### src/rtl/vid_timing_pkg.sv
// vid_timing_pkg: shared widths, mode table, state and measurement types for the timing detector
package vid_timing_pkg;
  localparam int CW = 12;
  localparam int WW = 22;
  localparam int NMODES = 6;
  localparam logic [CW-1:0] CMAX = '1;
  localparam logic [WW-1:0] WD_MAX = '1;
  localparam logic [3:0] MODE_640X480 = 4'd0;
  localparam logic [3:0] MODE_720X480 = 4'd1;
  localparam logic [3:0] MODE_1024X768 = 4'd2;
  localparam logic [3:0] MODE_1280X1024 = 4'd3;
  localparam logic [3:0] MODE_800X480 = 4'd4;
  localparam logic [3:0] MODE_1080P = 4'd5;
  localparam logic [3:0] MODE_NONE = 4'hF;
  localparam logic [CW-1:0] MODE_HT [NMODES] = '{12'd800, 12'd858, 12'd1344, 12'd1688, 12'd1120, 12'd2200};
  localparam logic [CW-1:0] MODE_VT [NMODES] = '{12'd525, 12'd525, 12'd806, 12'd1066, 12'd518, 12'd1125};
  localparam logic [3:0] MODE_ID [NMODES] = '{MODE_640X480, MODE_720X480, MODE_1024X768, MODE_1280X1024, MODE_800X480, MODE_1080P};
  typedef enum logic [1:0] {SEARCH, MEASURE, LOCKED} state_t;
  typedef struct packed {
    logic [CW-1:0] ht;
    logic [CW-1:0] ha;
    logic [CW-1:0] hs;
    logic [CW-1:0] vt;
    logic [CW-1:0] va;
    logic [CW-1:0] vs;
  } meas_t;
  function automatic logic [CW-1:0] sat_inc(input logic [CW-1:0] c, input logic inc);
    return c + CW'(inc && c != CMAX);
  endfunction
  function automatic logic [3:0] decode_mode(input logic [CW-1:0] ht, input logic [CW-1:0] vt);
    logic [3:0] m;
    m = MODE_NONE;
    for (int i = 0; i < NMODES; i++)
      if (ht == MODE_HT[i] && vt == MODE_VT[i]) m = MODE_ID[i];
    return m;
  endfunction
endpackage

### src/rtl/vid_edge_det.sv
// vid_edge_det: samples the sync/DE inputs once and flags HS/VS rising edges on the sampled copies
module vid_edge_det (
  input  logic clk,
  input  logic reset,
  input  logic hs,
  input  logic vs,
  input  logic de,
  output logic hs_s,
  output logic vs_s,
  output logic de_s,
  output logic hs_rise,
  output logic vs_rise
);
  logic hs_d, vs_d;
  // first stage samples the inputs, second stage holds the previous sample for edge compare
  always_ff @(posedge clk) begin
    if (reset) begin
      {hs_s, vs_s, de_s} <= '0;
      {hs_d, vs_d} <= '0;
    end else begin
      {hs_s, vs_s, de_s} <= {hs, vs, de};
      {hs_d, vs_d} <= {hs_s, vs_s};
    end
  end
  assign hs_rise = hs_s & ~hs_d;
  assign vs_rise = vs_s & ~vs_d;
endmodule

### src/rtl/vid_timing_detector.sv
// vid_timing_detector: measures line/frame timing of a video stream, decodes the mode and tracks lock
module vid_timing_detector import vid_timing_pkg::*; (
  input  logic clk,
  input  logic reset,
  input  logic vid_hs,
  input  logic vid_vs,
  input  logic vid_de,
  output logic [11:0] h_total,
  output logic [11:0] h_active,
  output logic [11:0] h_sync,
  output logic [11:0] v_total,
  output logic [11:0] v_active,
  output logic [11:0] v_sync,
  output logic [3:0] mode,
  output logic locked,
  output logic mode_change
);
  logic hs_s, vs_s, de_s, hs_rise, vs_rise;
  logic [CW-1:0] h_cnt, de_cnt, hsw_cnt, v_cnt, va_cnt, vsl_cnt, ht_lat, ha_lat, hsw_lat;
  logic vs_seen, f_ovf, line_de, line_vs, ovf_now, valid, pv, pv_n, locked_n;
  logic [WW-1:0] wd;
  logic [3:0] mode_n;
  meas_t frame, meas, meas_n, prev, prev_n;
  state_t state, state_n;

  vid_edge_det u_edge (
    .clk(clk),
    .reset(reset),
    .hs(vid_hs),
    .vs(vid_vs),
    .de(vid_de),
    .hs_s(hs_s),
    .vs_s(vs_s),
    .de_s(de_s),
    .hs_rise(hs_rise),
    .vs_rise(vs_rise)
  );

  assign line_de = hs_rise && de_cnt != '0;
  assign line_vs = hs_rise && vs_seen;
  assign ovf_now = (!hs_rise && (h_cnt == CMAX || (de_s && de_cnt == CMAX) || (hs_s && hsw_cnt == CMAX)))
                || (!vs_rise && hs_rise && v_cnt == CMAX)
                || (line_de && va_cnt == CMAX) || (line_vs && vsl_cnt == CMAX);
  assign valid = !(f_ovf || ovf_now);
  assign frame = '{ht: hs_rise ? h_cnt : ht_lat,
                   ha: line_de ? de_cnt : ha_lat,
                   hs: line_de ? hsw_cnt : hsw_lat,
                   vt: v_cnt,
                   va: sat_inc(va_cnt, line_de),
                   vs: sat_inc(vsl_cnt, line_vs)};

  // per-line and per-frame saturating counters; a line closes on HS rise, a frame on VS rise
  always_ff @(posedge clk) begin
    if (reset) begin
      {h_cnt, de_cnt, hsw_cnt, v_cnt, va_cnt, vsl_cnt} <= '0;
      {ht_lat, ha_lat, hsw_lat} <= '0;
      vs_seen <= 1'b0;
      f_ovf <= 1'b0;
      wd <= '0;
    end else begin
      h_cnt <= hs_rise ? CW'(1) : sat_inc(h_cnt, 1'b1);
      de_cnt <= hs_rise ? CW'(de_s) : sat_inc(de_cnt, de_s);
      hsw_cnt <= hs_rise ? CW'(hs_s) : sat_inc(hsw_cnt, hs_s);
      vs_seen <= hs_rise ? vs_s : (vs_seen | vs_s);
      ht_lat <= frame.ht;
      ha_lat <= vs_rise ? '0 : frame.ha;
      hsw_lat <= vs_rise ? '0 : frame.hs;
      v_cnt <= vs_rise ? CW'(hs_rise) : sat_inc(v_cnt, hs_rise);
      va_cnt <= vs_rise ? '0 : frame.va;
      vsl_cnt <= vs_rise ? '0 : frame.vs;
      f_ovf <= !vs_rise && (f_ovf || ovf_now);
      wd <= vs_rise ? '0 : wd + WW'(1);
    end
  end

  // next state: VS rise commits a frame (discarded in SEARCH), watchdog expiry drops to SEARCH
  always_comb begin
    state_n = state;
    meas_n = meas;
    prev_n = prev;
    pv_n = pv;
    if (vs_rise) begin
      if (state == SEARCH) begin
        state_n = MEASURE;
        pv_n = 1'b0;
      end else begin
        meas_n = frame;
        prev_n = frame;
        pv_n = valid;
        state_n = (valid && pv && frame == prev) ? LOCKED : MEASURE;
      end
    end else if (wd == WD_MAX) begin
      state_n = SEARCH;
    end
    locked_n = state_n == LOCKED;
    mode_n = locked_n ? decode_mode(meas_n.ht, meas_n.vt) : MODE_NONE;
  end

  // state, reported measurements and status; mode_change flags any {locked, mode} transition
  always_ff @(posedge clk) begin
    if (reset) begin
      state <= SEARCH;
      meas <= '0;
      prev <= '0;
      pv <= 1'b0;
      locked <= 1'b0;
      mode <= MODE_NONE;
      mode_change <= 1'b0;
    end else begin
      state <= state_n;
      meas <= meas_n;
      prev <= prev_n;
      pv <= pv_n;
      locked <= locked_n;
      mode <= mode_n;
      mode_change <= {locked_n, mode_n} != {locked, mode};
    end
  end

  assign h_total = meas.ht;
  assign h_active = meas.ha;
  assign h_sync = meas.hs;
  assign v_total = meas.vt;
  assign v_active = meas.va;
  assign v_sync = meas.vs;
endmodule

### config.mk
export PLATFORM = sky130hd
export DESIGN_NAME = vid_timing_detector
export DESIGN_NICKNAME = d
export VERILOG_FILES = /design/src/rtl/vid_timing_pkg.sv /design/src/rtl/vid_edge_det.sv /design/src/rtl/vid_timing_detector.sv
export SDC_FILE = /design/constraint.sdc
export NUM_CORES = 1
export LEC_CHECK = 0
export BUFFER_PORTS_ARGS = -buffer_cell sky130_fd_sc_hd__clkbuf_2
export CELL_PAD_IN_SITES_DETAIL_PLACEMENT = 1
export CELL_PAD_IN_SITES_GLOBAL_PLACEMENT = 1
export CORE_MARGIN = 3
export CORE_UTILIZATION = 30
export DETAILED_ROUTE_END_ITERATION = 7
export PLACE_DENSITY = 0.67
export SLEW_MARGIN = 20
export SYNTH_ARGS = -nofsm -noshare
export SYNTH_HDL_FRONTEND = slang
export SYNTH_HIERARCHICAL = 1
export SYNTH_SLANG_ARGS = --single-unit
### constraint.sdc
create_clock -name clk -period 6.38 [get_ports clk]
set_clock_uncertainty 0.1 [all_clocks]
set_input_delay 0.638 -clock clk [delete_from_list [all_inputs] [get_ports clk]]
set_output_delay 0.638 -clock clk [all_outputs]
set_load 0.005 [all_outputs]
==> results.py <==
metrics = {
    "layout": {
        "stdcell_count": 1880,
        "nets": 1367,
        "finish.utilization_pct": 34.9,
        "final_common_cell": "dfxtp_1",
        "drive_gt1_share_pct": 11.8,
        "fillers": 4499,
        "final_area_mm2": 0.0132,
        "mostFrequentLayoutCells": "dfxtp_1 (242), nor2_1 (209), nand2_1 (105), clkbuf_2 (81), xor2_1 (71)",
        "area_growth_pct": 14.1,
        "antennaDiodeCount": 0,
    },
    "routing": {
        "first_pass_iters": 5,
        "drt_iter0_markers": 607,
        "wire_per_inst_um": 19.4,
        "vias": 9736,
        "drc_errors": 0,
        "ant_nets": 0,
        "avgViaCountPerCell": 5.18,
        "routed_wl_mm": 36.4,
    },
    "sta": {
        "hold_viol_final": 0,
        "slew_headroom_pct": 34.6,
        "fin_crit_sh_pct": 75.4,
        "period_needed_ns": 4.81,
        "rsz0062_at_grt": "false",
        "tightest_slew_ns": 0.973,
        "hold_slack_ns": 0.230,
        "max_freq_ghz": 0.208,
        "setup-tns-final_ns": 0,
        "maxSlewViolCount": 0,
        "fin_ws_ns": 1.57,
        "setup_viol": 0,
    },
    "placement": {
        "postPlaceCellArea_mm2": 0.0120,
        "gp_congestion": 0.894,
        "place_ws_ns": 1.69,
        "port_buffers": 82,
        "dp.cells": 1828,
        "dpl.hpwl_mm": 27.0,
    },
    "yosys": {
        "synth-edff-count": 0,
        "syn_inst": 1351,
        "ys_seq_area_share_pct": 41.9,
        "postSynthAreaPerCell_um2": 8.56,
        "synth.top_cell.area_share_pct": 41.9,
        "ys_warn_count": 6,
        "synthTopCellsByArea": "dfxtp_1 (42%), nor2_1 (6.8%), xor2_1 (5.4%)",
        "async_flop_share_pct": 0,
        "yosys.area.top_type": "dfxtp_1",
        "syn-cell-area_mm2": 0.0116,
        "yosys_most_used_dff": "dfxtp_1",
        "ys_types": 71,
        "synth-seq-cells": 242,
        "syn-num-nets": 1370,
    },
    "grt": {
        "grtUsageMet2_pct": 28.8,
        "grt_use_met3_pct": 2.54,
        "use_met1_pct": 24.3,
        "antenna_found_initial": 0,
        "grt_pass1_wl_mm": 57.5,
        "grt_start_max_net_pins": 74,
        "grt-ovfl-total": 0,
        "track_usage_pct": 17.5,
        "grt.busiest_layer": "met2",
        "grt_pass1_vias": 9821,
    },
    "floorplanning": {
        "chipHeight_um": 202,
        "initial_core_util_pct": 30.6,
        "die_w_um": 202,
        "dieArea_mm2": 0.0409,
        "core-area_mm2": 0.0378,
        "io_pins": 83,
        "row_count": 71,
    },
    "worst_setup_path": {
        "reg2reg_slack_ns": 1.57,
        "cp.arrival_ns": 5.18,
        "worst-setup-path-type": "flop to flop",
        "r2r_end": "mode_change",
        "worst_ep_required_time_ns": 6.75,
        "crit_path_end_kind": "flop",
        "path_cells": "or4_1 -> o31ai_4 -> nor2_1 -> ha_1 -> ha_1 -> xnor2_1 -> xnor2_1 -> a2111oi_0 -> nand4_1 -> nor4_1 -> and4_1 -> nand4_2 -> and2_4 -> a2111o_1 -> a31oi_1",
        "cpPeakStageDelay_ns": 0.72,
        "cp-start-kind": "flop",
        "r2r_cells": 15,
        "cpLargestDelayFamily": "simple AND/OR/NAND/NOR gates",
        "cp_max_fo": 8,
        "timing.rr.start": "de_cnt[3]",
        "cp_num_buf_inv": 0,
        "crit_slowest_cell": "or4_1",
    },
    "clock_network": {
        "cts_setup_buffers": 0,
        "numCtsBuffers": 29,
        "ctsHtreeMaxLevel": 1,
        "cts_tree": "done",
        "ctsHoldBuffers": 0,
        "cts_sinks": 242,
        "root_buffer": "clkbuf_16",
        "clock_latency_ns": 0.55,
        "clockBufferDepth": 3,
        "clk_pin_slew_ns": 0.06,
        "ctsResizeCount": 0,
    },
    "power_and_ir_drop": {
        "leakagePower_nw": 4.80,
        "power.total_mw": 3.76,
        "powerDensity_mw_per_mm2": 285,
        "vdd_drop_max_uv": 250,
    },
    "status": {
        "status": "finished, final reports clean",
    },
    "worst_hold_path": {
        "hold_path.class": "input port to flop",
        "hp-start": "vid_de",
        "hold_depth": 2,
        "whs_endpoint": "u_edge/de_s",
    },
    "flow_run": {
        "maxCapViolations": 0,
    },
}
[synth_stat cells, drive strengths merged, types with 4 or more instances]
cell     number
and3         10
or4           8
o22ai         9
dfxtp       242
buf          62
o21a         17
and2         15
nand3        36
a21oi        67
nor2        209
or3          15
nand2       105
nor3         11
clkbuf       62
inv          23
nor2b        16
xnor2        64
o31ai         7
a2111oi       8
mux2i        33
ha           14
a31oi        10
mux2          4
nor3b         8
nand3b       13
nor4         19
a22oi         8
nand4        29
nand2b       11
o21ai        32
xor2         71
and4         10
a211oi       45
nor4b         6
or2           4
[sequential cells by signal, indices dropped and copies added, names as in the netlist, 2 cells and up]
register and cells:
prev 72, wd 22, de_cnt 12, h_cnt 12, h_total 12, ha_lat 12
hsw_cnt 12, hsw_lat 12, ht_lat 12, v_cnt 12, v_total 12, va_cnt 12
vsl_cnt 12, mode 4, state 2
[cell type report]
cell class	instances	area (um^2)	area share, %
multi-input cells	961	5990	45.4
flip-flops and latches	242	4840	36.7
clock buffers	33	761	5.77
well taps	511	639	4.85
repair buffers	90	473	3.58
clock inverters	19	399	3.02
inverters	24	90.1	0.683
[per-layer routing]
layer,vias to the layer above,part of all wire (%)
met5,-,0
met4,0,2.2
met3,44,4.7
met2,215,46
met1,4798,47
li1,4679,-
[how the worst max path moves through the flow]
stage / to / start / cells past startpoint
after global routing: mode_change / de_cnt[4] / 15
final: mode_change / de_cnt[3] / 15
after detailed placement: mode_change / de_cnt[3] / 15
after CTS: mode_change / de_cnt[3] / 15
after floorplan: mode_change / de_cnt[4] / 20
after global placement: mode_change / de_cnt[3] / 15
[where the power goes]
group          internal, mW  leakage, nW  total (mW)  switching, mW
clock network          1.33        0.572        2.00          0.669
registers              1.53         1.96        1.56         0.0305
logic                0.0680         2.27       0.188          0.120
[cells by family after synthesis]
| family | count (synthesis) | synth area share (%) |
|---|---|---|
| adder cells (fa/ha/maj) | 14 | 1.51 |
| buffers and inverters | 148 | 6.56 |
| AO/OA/AOI/OAI | 242 | 14.1 |
| AND/OR/NAND/NOR | 533 | 22.5 |
| flip-flops | 242 | 41.9 |
| XOR/XNOR | 135 | 10.2 |
| multiplexers | 37 | 3.25 |
[worst reg2reg max path: stages (launching register included)]
cell and delay [ns]:
dfxtp_1 0.38, or4_1 0.72, o31ai_4 0.32, nor2_1 0.11
ha_1 0.19, ha_1 0.20, xnor2_1 0.36, xnor2_1 0.11
a2111oi_0 0.49, nand4_1 0.22, nor4_1 0.27, and4_1 0.23
nand4_2 0.27, and2_4 0.27, a2111o_1 0.36, a31oi_1 0.13
No activity file was read; power rests on OpenSTA's default activity.
